===== src/rtl/ee357_mcpu_pkg.sv =====
// Shared opcodes, PC-source encodings and the default datapath width for the ee357 multicycle CPU.
package ee357_mcpu_pkg;

  localparam int XLEN_DEFAULT = 32;

  localparam logic [5:0] RTYPE = 6'b000000;
  localparam logic [5:0] J     = 6'b000010;
  localparam logic [5:0] JAL   = 6'b000011;
  localparam logic [5:0] BEQ   = 6'b000100;
  localparam logic [5:0] BNE   = 6'b000101;
  localparam logic [5:0] ADDI  = 6'b001000;
  localparam logic [5:0] LW    = 6'b100011;
  localparam logic [5:0] SW    = 6'b101011;

  localparam logic [1:0] PCS_ALU = 2'b00;
  localparam logic [1:0] PCS_TGT = 2'b01;
  localparam logic [1:0] PCS_JMP = 2'b10;
  localparam logic [1:0] PCS_JR  = 2'b11;

endpackage


===== src/rtl/ee357_mcpu_enreg.sv =====
// Width-parameterised register with load enable and asynchronous active-low reset to RST_VAL.
module ee357_mcpu_enreg #(
  parameter int             W       = 32,
  parameter logic [W-1:0]   RST_VAL = '0
) (
  input  logic         clk_i,
  input  logic         rst_ni,
  input  logic         en_i,
  input  logic [W-1:0] d_i,
  output logic [W-1:0] q_o
);

  always_ff @(posedge clk_i or negedge rst_ni) begin
    if (!rst_ni) begin
      q_o <= RST_VAL;
    end else if (en_i) begin
      q_o <= d_i;
    end
  end

endmodule


===== src/rtl/ee357_mcpu_fetch_unit.sv =====
// PC / IR / Target / MDR stage of the ee357 multicycle CPU, with memory address select.
// Optional cycle and instruction counters are built when EE357_MCPU_PERF_CNT_EN is defined.
module ee357_mcpu_fetch_unit
  import ee357_mcpu_pkg::*;
#(
  parameter int              XLEN     = XLEN_DEFAULT,
  parameter logic [XLEN-1:0] RESET_PC = '0
) (
  input  logic            clk,
  input  logic            rst,
  input  logic            pcw,
  input  logic            pcwc,
  input  logic            irw,
  input  logic            tw,
  input  logic            iord,
  input  logic [1:0]      pcs,
  input  logic [XLEN-1:0] alu_result,
  input  logic            alu_zero,
  input  logic [XLEN-1:0] alu_out,
  input  logic [XLEN-1:0] rs_data,
  input  logic [XLEN-1:0] mem_rdata,
  output logic [XLEN-1:0] mem_addr,
  output logic [XLEN-1:0] pc,
  output logic [XLEN-1:0] ir,
  output logic [5:0]      op,
  output logic [5:0]      func,
  output logic [4:0]      rs,
  output logic [4:0]      rt,
  output logic [4:0]      rd,
  output logic [XLEN-1:0] imm_sext,
  output logic [XLEN-1:0] target,
  output logic [XLEN-1:0] mdr,
`ifdef EE357_MCPU_PERF_CNT_EN
  output logic [31:0]     cyc_cnt,
  output logic [31:0]     instr_cnt,
`endif
  output logic            br_taken
);

  logic [XLEN-1:0] pc_q, pc_d;
  logic [XLEN-1:0] ir_q, target_q, mdr_q;
  logic            pc_en;

  // A BNE inverts the sense of the zero flag; every other opcode branches on zero.
  assign br_taken = pcwc & (alu_zero ^ (ir_q[31:26] == BNE));
  assign pc_en    = pcw | br_taken;

  always_comb begin
    pc_d = alu_result;
    unique case (pcs)
      PCS_ALU: pc_d = alu_result;
      PCS_TGT: pc_d = target_q;
      PCS_JMP: pc_d = {pc_q[XLEN-1:XLEN-4], ir_q[25:0], 2'b00};
      PCS_JR:  pc_d = rs_data;
      default: pc_d = alu_result;
    endcase
  end

  ee357_mcpu_enreg #(.W(XLEN), .RST_VAL(RESET_PC)) u_pc_reg (
    .clk_i(clk), .rst_ni(rst), .en_i(pc_en), .d_i(pc_d), .q_o(pc_q)
  );

  ee357_mcpu_enreg #(.W(XLEN), .RST_VAL('0)) u_ir_reg (
    .clk_i(clk), .rst_ni(rst), .en_i(irw), .d_i(mem_rdata), .q_o(ir_q)
  );

  ee357_mcpu_enreg #(.W(XLEN), .RST_VAL('0)) u_target_reg (
    .clk_i(clk), .rst_ni(rst), .en_i(tw), .d_i(alu_result), .q_o(target_q)
  );

  ee357_mcpu_enreg #(.W(XLEN), .RST_VAL('0)) u_mdr_reg (
    .clk_i(clk), .rst_ni(rst), .en_i(1'b1), .d_i(mem_rdata), .q_o(mdr_q)
  );

  assign mem_addr = iord ? alu_out : pc_q;
  assign pc       = pc_q;
  assign ir       = ir_q;
  assign target   = target_q;
  assign mdr      = mdr_q;
  assign op       = ir_q[31:26];
  assign func     = ir_q[5:0];
  assign rs       = ir_q[25:21];
  assign rt       = ir_q[20:16];
  assign rd       = ir_q[15:11];
  assign imm_sext = {{(XLEN-16){ir_q[15]}}, ir_q[15:0]};

`ifdef EE357_MCPU_PERF_CNT_EN
  logic [31:0] cyc_cnt_q, cyc_cnt_d;
  logic [31:0] instr_cnt_q, instr_cnt_d;

  always_comb begin
    cyc_cnt_d   = cyc_cnt_q + 32'd1;
    instr_cnt_d = instr_cnt_q;
    if (irw) begin
      instr_cnt_d = instr_cnt_q + 32'd1;
    end
  end

  always_ff @(posedge clk or negedge rst) begin
    if (!rst) begin
      cyc_cnt_q   <= '0;
      instr_cnt_q <= '0;
    end else begin
      cyc_cnt_q   <= cyc_cnt_d;
      instr_cnt_q <= instr_cnt_d;
    end
  end

  assign cyc_cnt   = cyc_cnt_q;
  assign instr_cnt = instr_cnt_q;
`endif

endmodule


===== config.mk =====
export PLATFORM = sky130hd
export DESIGN_NAME = ee357_mcpu_fetch_unit
export DESIGN_NICKNAME = d
export VERILOG_FILES = /design/src/rtl/ee357_mcpu_pkg.sv /design/src/rtl/ee357_mcpu_enreg.sv /design/src/rtl/ee357_mcpu_fetch_unit.sv
export SDC_FILE = /design/constraint.sdc
export NUM_CORES = 1
export LEC_CHECK = 0
export ABC_CLOCK_PERIOD_IN_PS = 2700
export CAP_MARGIN = 20
export CORE_MARGIN = 3
export CORE_UTILIZATION = 35
export DETAILED_ROUTE_END_ITERATION = 10
export PLACE_DENSITY_LB_ADDON = 0.15
export SLEW_MARGIN = 10
export SYNTH_ARGS = -nofsm -noshare
export SYNTH_HDL_FRONTEND = slang
export SYNTH_SLANG_ARGS = --single-unit

===== constraint.sdc =====
create_clock -name clk -period 2.7 [get_ports clk]
set_input_delay 0.54 -clock clk [delete_from_list [all_inputs] [get_ports clk]]
set_output_delay 0.54 -clock clk [all_outputs]
set_load 0.05 [all_outputs]

== Word level (Yosys, flattened, before mapping) ==
Cells that the tools add are included.
W data, S select, Z words.
Operators by class
  equality and inequality tests: 4
  multiplexer cells: 2
  bitwise logic cells: 4
  reductions and logical operators: 2
Operators by type and width (count)
  $pmux W32 S4: 1
  $mux W32: 1
  $eq A6 B3 Y1 const B: 1
  $eq A2 B2 Y1 const B: 2
  $eq A2 B1 Y1 const B: 1
  $logic_not A2 Y1: 1
  $reduce_and A2 Y1: 1
  $and A1 B1 Y1: 1
  $not A1 Y1: 1
  $or A1 B1 Y1: 1
  $xor A1 B1 Y1: 1
Storage, ports and cells
  flip-flop bits (word level): 128
  input port bits: 138
  logic and storage cells: 17

== Logic depth before layout (Yosys ltp) ==
Gate-level depths: netlist of run 1.
  depth in word-level cells: 5
  gate-level depth with buffers: 6
  gate-level depth less buffers: 4

== By module ==
A second synthesis of run 1 with hierarchy kept.
Unflattened totals
  cells, all modules: 418
  area, all modules: 7066.8 µm²
By module, submodules not included
  ee357_mcpu_enreg: times used 4, cells an instance 68, area an instance 1345.0 µm²
  ee357_mcpu_fetch_unit: times used 1, cells an instance 146, area an instance 1686.6 µm²

== Worst setup path before layout of run 1 ==
Ideal clock, no wire load.
  path kind: register to register
  start point: reg u_ir_reg.q_o[31]
  end point: reg u_pc_reg.q_o[10]
  arrival time: 2.093 ns
  data required time: 2.575 ns
  setup slack: 0.481 ns
  cell stages (with the launch flop): 7
  path buffers: 2
  period minus slack after synthesis: 2.219 ns
  cell sequence: dfrtp_1 > or4b_1 > mux2i_2 > or2_1 > buf_6 > buf_12 > mux2_4
Between the ends
  word-level cells in the longest chain between the ends: 4
RTL lines
  from (decl): RTL line ee357_mcpu_enreg.sv:10  | output logic [W-1:0] q_o
  from (signal assigned): RTL line ee357_mcpu_enreg.sv:17  | q_o <= d_i;
  $eq A6 B3 Y1: RTL line ee357_mcpu_fetch_unit.sv:45  | assign br_taken = pcwc & (alu_zero ^ (ir_q[31:26] == BNE));
  $xor A1 B1 Y1: RTL line ee357_mcpu_fetch_unit.sv:45
  $and A1 B1 Y1: RTL line ee357_mcpu_fetch_unit.sv:45
  $or A1 B1 Y1: RTL line ee357_mcpu_fetch_unit.sv:46  | assign pc_en = pcw | br_taken;
  to (signal assigned): RTL line ee357_mcpu_enreg.sv:17
  to (decl): RTL line ee357_mcpu_enreg.sv:10
No other way between the ends.
A chain may end at the register's enable or synchronous reset.

== Worst setup path in the final report of run 1 ==
  start point: reg u_ir_reg.q_o[15]
  end point: out ir[15]
RTL lines
  to (decl): RTL line ee357_mcpu_fetch_unit.sv:24  | output logic [XLEN-1:0] ir,
No word-level cell between the ends.

==> impl_results.rst, run 1 <==
.. list-table::
   :header-rows: 1

   * - Metric
     - Value
   * - Final Routed Wirelength
     - 19.2 mm
   * - Timing-limited maximum frequency
     - 0.395 GHz
   * - Worst slack on hold paths
     - 0.0797 ns
   * - Unrepaired setup endpoints after global routing
     - no
   * - Placed cell area
     - 9480 um^2
   * - Half-perimeter wire length of the detailed placement result
     - 14.5 mm
   * - Endpoint of the lowest-slack register-to-register path
     - u_pc_reg.q_o[0]
   * - Post-placement worst setup slack
     - 0.0815 ns
   * - Number of global-route vias before repair
     - 5172
   * - Capture point of the critical path
     - ir[15]
   * - Post-CTS Setup Repair Bufs
     - 0
   * - Startpoint type of the worst setup path
     - flop
   * - Count of buffer and inverter cells on the critical path
     - 1
   * - Maximum clock path buffer count
     - 2
   * - Most common library cell in the layout ignoring fill and taps
     - clkdlybuf4s50_1
   * - Largest stage delay on the critical path
     - 0.92 ns
   * - Share of the clock period used by the worst path after layout
     - 93.7%
   * - WL per Instance
     - 20.4 um
   * - Number of sinks driven by the clock tree
     - 128
   * - Final critical-path setup slack
     - 0.171 ns
   * - Number of nets in the layout
     - 847
   * - Initial DRC count
     - 114
   * - Leakage Power
     - 4.15 nW
   * - Width of the die
     - 139 um
   * - Crit. path cell count
     - 1
   * - Cell taking the most area after synthesis
     - dfrtp_1
   * - Sum of negative setup slack
     - 0 ns
   * - Class of the most critical hold timing path
     - in -> async
   * - IR drop worst, VDD
     - 0.479 mV
   * - Synthesized net count
     - 541
   * - Initial antenna violation count
     - 0
   * - Number of buffers added to fix hold violations after cts
     - 0
   * - Top library cells by usage in the layout, fill and taps aside
     - 318 x clkdlybuf4s50_1, 128 x dfrtp_1, 98 x mux2_2
   * - Count of antenna-violating nets left after detailed routing
     - 0
   * - Cell breakdown of the critical path
     - clkdlybuf4s50_1
   * - Last weighted congestion value of the routability-driven placer
     - 0.812
   * - Layout Area Growth over Synthesis
     - 62.2%
   * - Critical path arrival
     - 1.99 ns
   * - Capturing element type of the critical path
     - output pin
   * - CP top delay family
     - buffers and inverters
   * - Pin count of the biggest net entering global routing
     - 60
   * - Placeable core region
     - 16900 um^2
   * - Syn Std Cell Area
     - 6160 um^2
   * - Routed via count
     - 4484
   * - Time the worst path needs with I/O delays and setup
     - 2.53 ns
   * - Finished Core Util
     - 59.2%
   * - Wire length of the first global-routing pass
     - 30.1 mm
   * - H-Tree Level Count
     - 4
   * - 1st-pass router iterations
     - 4
   * - Synth Warn #
     - 0
   * - Critical path's slowest cell
     - clkdlybuf4s50_1
   * - Worst r2r src
     - u_ir_reg.q_o[31]
   * - Number of standard-cell rows in the floorplan
     - 47
   * - Count of final hold-check violations
     - 0
   * - Slew at the pin with the worst max-slew slack
     - 0.558 ns
   * - # setup viols final
     - 0
   * - Clock transition at path regs
     - 0.05 ns
   * - Unique masters post-synth
     - 27
   * - Portion of synthesized cell area occupied by the leading cell type
     - 52.0%
   * - Layout cells sized above 1
     - 31.9%
   * - Mean instance size in the synthesized netlist
     - 15.3 um^2
   * - Final standard cell area without fillers
     - 9990 um^2
   * - Total overflow reported by the global router
     - 0
   * - Initial Utilization
     - 36.5%
   * - Reg2reg setup slack
     - 0.62 ns
   * - Antenna diode instance count
     - 0
   * - Max-slew violations
     - 0
   * - Seq/Total Area, Yosys
     - 52.0%
   * - Synth Instances
     - 403
   * - Critical path type
     - reg -> out
   * - Flops & latches, synth
     - 128
   * - Status
     - finished clean
   * - Clock buffer count from CTS
     - 17
   * - Max_slew headroom
     - 62.7%
   * - Die area
     - 19200 um^2
   * - IO Port Bufs
     - 357
   * - Total track usage
     - 20.2%
   * - Latest clock arrival within the worst-skew pair
     - 0.41 ns
   * - Total of max-cap violations
     - 0
   * - Total power density per cell area
     - 719 nW/um^2
   * - Crit path max fanout
     - 21
   * - Largest cells by area after synthesis
     - dfrtp_1 52%, mux2_2 18%, mux4_2 9.5%
   * - Drc violations
     - 0
   * - Root buffer selected by CTS
     - clkbuf_16
   * - Worst EP required
     - 2.16 ns
   * - Via count normalized by instance count
     - 4.77
   * - Number of cells traversed by the worst register-to-register path
     - 5
   * - Launch point of the worst path
     - u_ir_reg.q_o[15]
   * - Count of pins on the block boundary
     - 358
   * - Cts repair resizes
     - 0
   * - Setup Skew
     - 0.00983 ns
   * - TritonCTS clock tree
     - yes
   * - Y dimension of the die
     - 139 um
[power breakdown]
| group | internal (mW) | switching [mW] | total (mW) |
|---|---|---|---|
| sequential | 2.13 | 0.194 | 2.32 |
| combinational | 1.11 | 1.75 | 2.86 |
| clock | 1.21 | 0.794 | 2.00 |
[through the flow]
step | power [mW] | cells
floorplan | 4.25 | 403
global placement | 5.20 | 910
global route | 7.46 | 941
finish | 7.18 | 941
detailed placement | 5.23 | 910
CTS | 7.27 | 941
[cells in the mapped netlist (all sizes together)]
master and number:
a211oi 4, and2 1, and4bb 1, buf 74
clkbuf 9, dfrtp 128, mux2 124, mux2i 3
mux4 26, nand2 3, nand2b 4, nand3 2
nor2 5, nor2b 5, o211a 4, o21ai 2
o21bai 1, o22ai 4, or2 1, or4b 1
xnor2 1
[state kept, by name, summed over array words and instances, names as in the netlist]
name and count:
u_ir_reg.q_o 32, u_target_reg.q_o 32, u_mdr_reg.q_o 32, u_pc_reg.q_o 32
[worst reg2reg max path: stages (launching register included)]
cell,delay [ns]
dfrtp_1,0.43
or4b_1,0.55
mux2i_2,0.18
or2_2,0.20
buf_4,0.26
mux2_2,0.36
[worst min path at each step]
stage / to / slack (ns) / startpoint
finish: u_mdr_reg.q_o[30] / 0.08 / rst
global route: u_mdr_reg.q_o[30] / 0.09 / rst
CTS: u_mdr_reg.q_o[30] / 0.07 / rst
detailed placement: u_target_reg.q_o[7] / 0.51 / u_target_reg.q_o[7]
global placement: u_target_reg.q_o[15] / 0.51 / u_target_reg.q_o[15]
floorplan: u_ir_reg.q_o[0] / 0.24 / rst
[per-layer routing]
layer	global-route usage (%)	vias up	routed length (um)
met5	0	-	0
met1	21.7	2255	7020
met2	36.8	202	10400
li1	-	2011	-
met4	6.08	0	260
met3	7.79	16	1510
[final cells by class]
cell class              instances  area, um^2
clock buffers                  25         475
well taps                     220         275
multi-input cells             192        2370
clock inverters                 6        35.0
fillers                      1359        6890
flip-flops and latches        128        3200
repair buffers                370        3640
[cell families after synthesis]
| family | after synthesis | share of synthesized area [%] |
|---|---|---|
| buf+inv | 83 | 9.59 |
| simple gates | 23 | 2.13 |
| flops | 128 | 52.0 |
| compound gates | 15 | 1.83 |
| mux | 153 | 34.3 |
| xor+xnor | 1 | 0.142 |
Power figures use the tool's default switching activity.
==> inputs of run 2 (changes only) <==
--- a/config.mk
+++ b/config.mk
@@ -6,5 +6,4 @@
 export NUM_CORES = 1
 export LEC_CHECK = 0
-export ABC_CLOCK_PERIOD_IN_PS = 2700
 export CAP_MARGIN = 20
 export CORE_MARGIN = 3
==> constraint.sdc (replaced) <==
create_clock -name clk -period 2.7 [get_ports clk]
set_input_delay 0.54 -clock clk [delete_from_list [all_inputs] [get_ports clk]]
set_output_delay 0.54 -clock clk [all_outputs]
set_load 0.1 [all_outputs]
==> run 2 against run 1 <==
Power is 26% higher. Count of clock-buffer cells in the layout is 2 lower. Clock power is 17% higher. Cell area is 0.21% higher. Via count is 1.4% higher. Die area stayed put. Routed wire length is 0.31% higher. Sequential power hardly changed. Non-clock buffer count is 2 lower. First-iteration DRC count is 6.1% higher. Clock skew hardly changed. Critical path type unchanged. Largest power group unchanged.
==> impl_results.rst, run 2 (synthesis gave the netlist of run 1 again) <==
.. list-table::
   :header-rows: 1

   * - Metric
     - Value
   * - Status
     - finished clean
   * - Cell breakdown of the critical path
     - and4bb_2 > nand2_1 > xnor2_1 > and2_2 > buf_12
   * - Max_slew headroom
     - 51.8%
   * - Most common library cell in the layout ignoring fill and taps
     - buf_4
   * - Last weighted congestion value of the routability-driven placer
     - 0.800
   * - Placeable core region
     - 16900 um^2
   * - Wire length of the first global-routing pass
     - 29.2 mm
   * - Total track usage
     - 19.6%
   * - Critical path arrival
     - 1.77 ns
   * - Initial Utilization
     - 36.5%
   * - Number of standard-cell rows in the floorplan
     - 47
   * - Class of the most critical hold timing path
     - in -> async
   * - Initial antenna violation count
     - 0
   * - Cts repair resizes
     - 0
   * - Number of global-route vias before repair
     - 4918
   * - Layout cells sized above 1
     - 58.2%
   * - Count of buffer and inverter cells on the critical path
     - 1
   * - Half-perimeter wire length of the detailed placement result
     - 14.3 mm
   * - Number of nets in the layout
     - 845
   * - Capturing element type of the critical path
     - output pin
   * - Worst EP required
     - 2.16 ns
   * - Routed via count
     - 4547
   * - Clock transition at path regs
     - 0.06 ns
   * - Time the worst path needs with I/O delays and setup
     - 2.31 ns
   * - Critical path type
     - reg -> out
   * - Final standard cell area without fillers
     - 10000 um^2
   * - Via count normalized by instance count
     - 4.84
   * - Maximum clock path buffer count
     - 2
   * - Count of final hold-check violations
     - 0
   * - Setup Skew
     - 0.00978 ns
   * - Width of the die
     - 139 um
   * - IR drop worst, VDD
     - 0.532 mV
   * - 1st-pass router iterations
     - 4
   * - Root buffer selected by CTS
     - clkbuf_16
   * - Top library cells by usage in the layout, fill and taps aside
     - 193 x buf_4, 131 x clkdlybuf4s50_1, 128 x dfrtp_1
   * - Area of all sequential standard cells
     - 3200 um^2
   * - Count of pins on the block boundary
     - 358
   * - Startpoint type of the worst setup path
     - flop
   * - Y dimension of the die
     - 139 um
   * - Post-CTS Setup Repair Bufs
     - 0
   * - Unrepaired setup endpoints after global routing
     - no
   * - Count of antenna-violating nets left after detailed routing
     - 0
   * - Number of buffers added to fix hold violations after cts
     - 0
   * - Final Routed Wirelength
     - 19.2 mm
   * - Largest stage delay on the critical path
     - 0.42 ns
   * - Number of fillers in the final layout
     - 1338
   * - TritonCTS clock tree
     - yes
   * - WL per Instance
     - 20.4 um
   * - # setup viols final
     - 0
   * - Post-route insts no fill
     - 940
   * - CP top delay family
     - simple AND/OR/NAND/NOR gates
   * - Die area
     - 19200 um^2
   * - Placed cell area
     - 9410 um^2
   * - IO Port Bufs
     - 357
   * - Share of the clock period used by the worst path after layout
     - 85.7%
   * - Number of sinks driven by the clock tree
     - 128
   * - Antenna diode instance count
     - 0
   * - Total overflow reported by the global router
     - 0
   * - Critical path's slowest cell
     - dfrtp_1
   * - Crit path max fanout
     - 4
   * - Total power density per cell area
     - 905 nW/um^2
   * - Total of max-cap violations
     - 0
   * - Worst slack on hold paths
     - 0.179 ns
   * - H-Tree Level Count
     - 4
   * - Latest clock arrival within the worst-skew pair
     - 0.41 ns
   * - Multi-input combinational cell area
     - 2370 um^2
   * - Pin count of the biggest net entering global routing
     - 129
   * - Max-slew violations
     - 0
   * - Slew at the pin with the worst max-slew slack
     - 0.723 ns
   * - Timing-limited maximum frequency
     - 0.432 GHz
   * - Leakage Power
     - 4.50 nW
   * - Initial DRC count
     - 121
   * - Drc violations
     - 0
   * - Clock buffer count from CTS
     - 17
   * - Sum of negative setup slack
     - 0 ns
   * - Cell Count Post-Placement
     - 908
   * - Layout Area Growth over Synthesis
     - 62.5%
==> run 2: cell types whose count changed in the layout (fill, tap and decap cells not counted), sizes merged <==
| cell | before | now |
|---|---|---|
| clkdlybuf4s50 | 318 | 131 |
| buf | 52 | 237 |
| bufinv | 0 | 3 |
| clkbuf | 25 | 23 |
==> run 2: cell type report <==
cell class / count / share of cell area [%]
clock inverter: 9 / 1.32
multi-input combinational: 192 / 23.6
clock buffer: 23 / 4.67
timing repair buffer: 368 / 35.6
tap: 220 / 2.75
sequential: 128 / 32.0
==> run 2: final timing paths <==
check | end | cells after the start | slack, ns | start
setup / recovery | br_taken | 5 | 0.39 | u_ir_reg.q_o[29]
hold / removal | u_ir_reg.q_o[29] | 2 | 0.18 | rst
setup reg to reg | u_pc_reg.q_o[27] | 5 | 0.69 | u_ir_reg.q_o[30]
hold reg to reg | u_target_reg.q_o[13] | 1 | 0.53 | u_target_reg.q_o[13]
max in group asynchronous | u_pc_reg.q_o[19] | 2 | 1.94 | rst
min in group clk | u_target_reg.q_o[13] | 1 | 0.53 | u_target_reg.q_o[13]
==> run 2: worst register-to-register path, stage by stage (launching register included) <==
cell	delay (ns)
dfrtp_1	0.42
or4b_1	0.53
mux2i_2	0.19
or2_2	0.20
buf_12	0.19
mux2_2	0.36
==> run 2: power by group <==
part | switching, mW | leakage [nW] | internal, mW
sequential | 0.207 | 1.50 | 2.13
combinational | 3.21 | 2.72 | 1.18
clock | 0.834 | 0.287 | 1.50
total | 4.25 | 4.50 | 4.80
==> run 2: through the flow <==
stage               setup slack, ns  util, %  total power, mW
global placement              0.131     55.8             6.75
detailed placement            0.101     55.8             6.78
finish                        0.387     59.3             9.06
floorplan                     0.183        -             5.66
global route                  0.252     59.3             9.32
CTS                           0.354     59.3             9.14
==> run 2: routing by layer <==
layer	track usage [%]	part of all wire, %	wire, um
met5	0	0	0
met4	6.49	1.6	317
met3	5.55	7.1	1360
met2	35.0	54	10300
met1	22.8	38	7230
==> inputs of run 3 (changes only) <==
- CORE_AREA: unset -> 3 3 140 142
- CORE_MARGIN: 3 -> unset
- CORE_UTILIZATION: 35 -> unset
- DIE_AREA: unset -> 0 0 143 145
==> run 3 against run 2 <==
Critical path depth is the same. Fmax is 1.4% higher. Sequential cell count did not move. Worst setup slack improved by 0.032 ns. Count of clock-buffer cells in the layout fell by 2. Sequential share of layout area shrank 0.22 points. Hold slack worse by 0.12 ns. Largest power group unchanged. Highest routed layer unchanged.
==> impl_results.rst, run 3 (synthesis gave the netlist of run 1 again) <==
.. list-table::
   :header-rows: 1

   * - Metric
     - Value
   * - Critical path's slowest cell
     - dfrtp_1
   * - Placed cell area
     - 9440 um^2
   * - Number of standard-cell rows in the floorplan
     - 50
   * - Number of nets in the layout
     - 847
   * - Drc violations
     - 0
   * - Pin count of the biggest net entering global routing
     - 64
   * - Largest stage delay on the critical path
     - 0.42 ns
   * - Die area
     - 20700 um^2
   * - Net switching power
     - 4.24 mW
   * - Critical path type
     - reg -> out
   * - Latest clock arrival within the worst-skew pair
     - 0.41 ns
   * - # setup viols final
     - 0
   * - Total power density per cell area
     - 913 nW/um^2
   * - Class of the most critical hold timing path
     - in -> async
   * - Area of all sequential standard cells
     - 3200 um^2
   * - Routed via count
     - 4534
   * - WL per Instance
     - 20.1 um
   * - Cell breakdown of the critical path
     - and4bb_2 > nand2_1 > xnor2_1 > and2_2 > buf_12
   * - Via count normalized by instance count
     - 4.74
   * - H-Tree Level Count
     - 4
   * - Count of antenna-violating nets left after detailed routing
     - 0
   * - Total overflow reported by the global router
     - 0
   * - Layout cells sized above 1
     - 58.4%
   * - Width of the die
     - 143 um
   * - Crit path max fanout
     - 4
   * - Number of fillers in the final layout
     - 1576
   * - Multi-input combinational cell area
     - 2370 um^2
   * - Post-route insts no fill
     - 956
   * - Final critical-path setup slack
     - 0.419 ns
   * - 1st-pass router iterations
     - 4
   * - Clock transition at path regs
     - 0.06 ns
   * - Cts repair resizes
     - 0
   * - Design internal power
     - 4.96 mW
   * - Cell Count Post-Placement
     - 924
   * - Finished Core Util
     - 54.3%
   * - TritonCTS clock tree
     - yes
   * - Total of max-cap violations
     - 0
   * - Number of sinks driven by the clock tree
     - 128
   * - Most common library cell in the layout ignoring fill and taps
     - buf_4
   * - CP top delay family
     - simple AND/OR/NAND/NOR gates
   * - Half-perimeter wire length of the detailed placement result
     - 14.6 mm
   * - Number of global-route vias before repair
     - 4976
   * - Layout Area Growth over Synthesis
     - 63.7%
   * - Placeable core region
     - 18600 um^2
   * - Max-slew violations
     - 0
   * - Combinational power share
     - 47.7%
   * - Total track usage
     - 18.6%
   * - Timing-limited maximum frequency
     - 0.438 GHz
   * - Final Routed Wirelength
     - 19.2 mm
   * - Leakage Power
     - 4.53 nW
   * - Share of the clock period used by the worst path after layout
     - 84.5%
   * - Post-CTS Setup Repair Bufs
     - 0
   * - Initial DRC count
     - 131
   * - Last weighted congestion value of the routability-driven placer
     - 0.776
   * - Number of buffers added to fix hold violations after cts
     - 0
   * - Y dimension of the die
     - 145 um
   * - Sequential group share of total power
     - 25.4%
   * - IR drop worst, VDD
     - 0.486 mV
   * - Capturing element type of the critical path
     - output pin
   * - Total chip power
     - 9.21 mW
   * - IO Port Bufs
     - 357
   * - Antenna diode instance count
     - 0
   * - Max_slew headroom
     - 58.7%
   * - Final standard cell area without fillers
     - 10100 um^2
   * - Time the worst path needs with I/O delays and setup
     - 2.28 ns
   * - Initial Utilization
     - 33.2%
   * - Startpoint type of the worst setup path
     - flop
   * - Count of pins on the block boundary
     - 358
   * - Maximum clock path buffer count
     - 2
   * - Worst slack on hold paths
     - 0.0549 ns
   * - Root buffer selected by CTS
     - clkbuf_16
   * - Clock share of power
     - 26.9%
   * - Initial antenna violation count
     - 0
   * - Critical path arrival
     - 1.74 ns
   * - Top library cells by usage in the layout, fill and taps aside
     - 195 x buf_4, 131 x clkdlybuf4s50_1, 128 x dfrtp_1
   * - Status
     - finished clean
   * - Unrepaired setup endpoints after global routing
     - no
   * - Worst EP required
     - 2.16 ns
   * - Switching share of power
     - 46.1%
   * - Wire length of the first global-routing pass
     - 29.5 mm
   * - Count of final hold-check violations
     - 0
   * - Setup Skew
     - 0.00995 ns
   * - Sum of negative setup slack
     - 0 ns
   * - Clock buffer count from CTS
     - 17
   * - Slew at the pin with the worst max-slew slack
     - 0.619 ns
   * - Post-placement worst setup slack
     - 0.127 ns
   * - Count of buffer and inverter cells on the critical path
     - 1
-- run 3: changes by cell type in the layout (fill, tap and decap cells not counted) --
cell,delta
bufinv_16,+2
clkinv_4,-1
clkbuf_8,-1
clkbuf_1,-1
clkinv_2,+2
clkinvlp_4,-1
buf_4,+2
-- run 3: per-layer routing --
metal / wire length (um) / track usage [%] / part of all wire (%) / up-vias
met2: 9950 / 31.8 / 52 / 200
met3: 1380 / 5.44 / 7.2 / 20
met1: 7520 / 22.3 / 39 / 2294
met4: 337 / 5.99 / 1.8 / 0
met5: 0 / 0 / 0 / -
li1: - / - / - / 2020
-- run 3: worst paths after layout --
kind                       slack, ns  cells after the start                 start              endpoint
max reg2reg                     0.64                      5      u_ir_reg.q_o[31]      u_pc_reg.q_o[27]
max                             0.42                      5      u_ir_reg.q_o[27]              br_taken
min reg2reg                     0.54                      1  u_target_reg.q_o[25]  u_target_reg.q_o[25]
max in group asynchronous       1.80                      2                   rst  u_target_reg.q_o[16]
min in group clk                0.54                      1  u_target_reg.q_o[25]  u_target_reg.q_o[25]
min                             0.05                      1                   rst      u_ir_reg.q_o[27]
-- run 3: power groups by stage --
stage	Clock, mW	Sequential [mW]	Combinational, mW
after CTS	2.53	2.35	4.42
after global routing	2.63	2.38	4.50
after global placement	0	2.37	4.40
after detailed placement	0	2.37	4.41
after floorplan	0	3.83	1.83
final	2.48	2.34	4.39
-- run 3: cell type report --
cell class              count  area share, %
repair buffers            370           35.5
flip-flops and latches    128           31.8
multi-input cells         192           23.5
clock buffers              21           4.47
well taps                 234           2.90
clock inverters            11           1.85
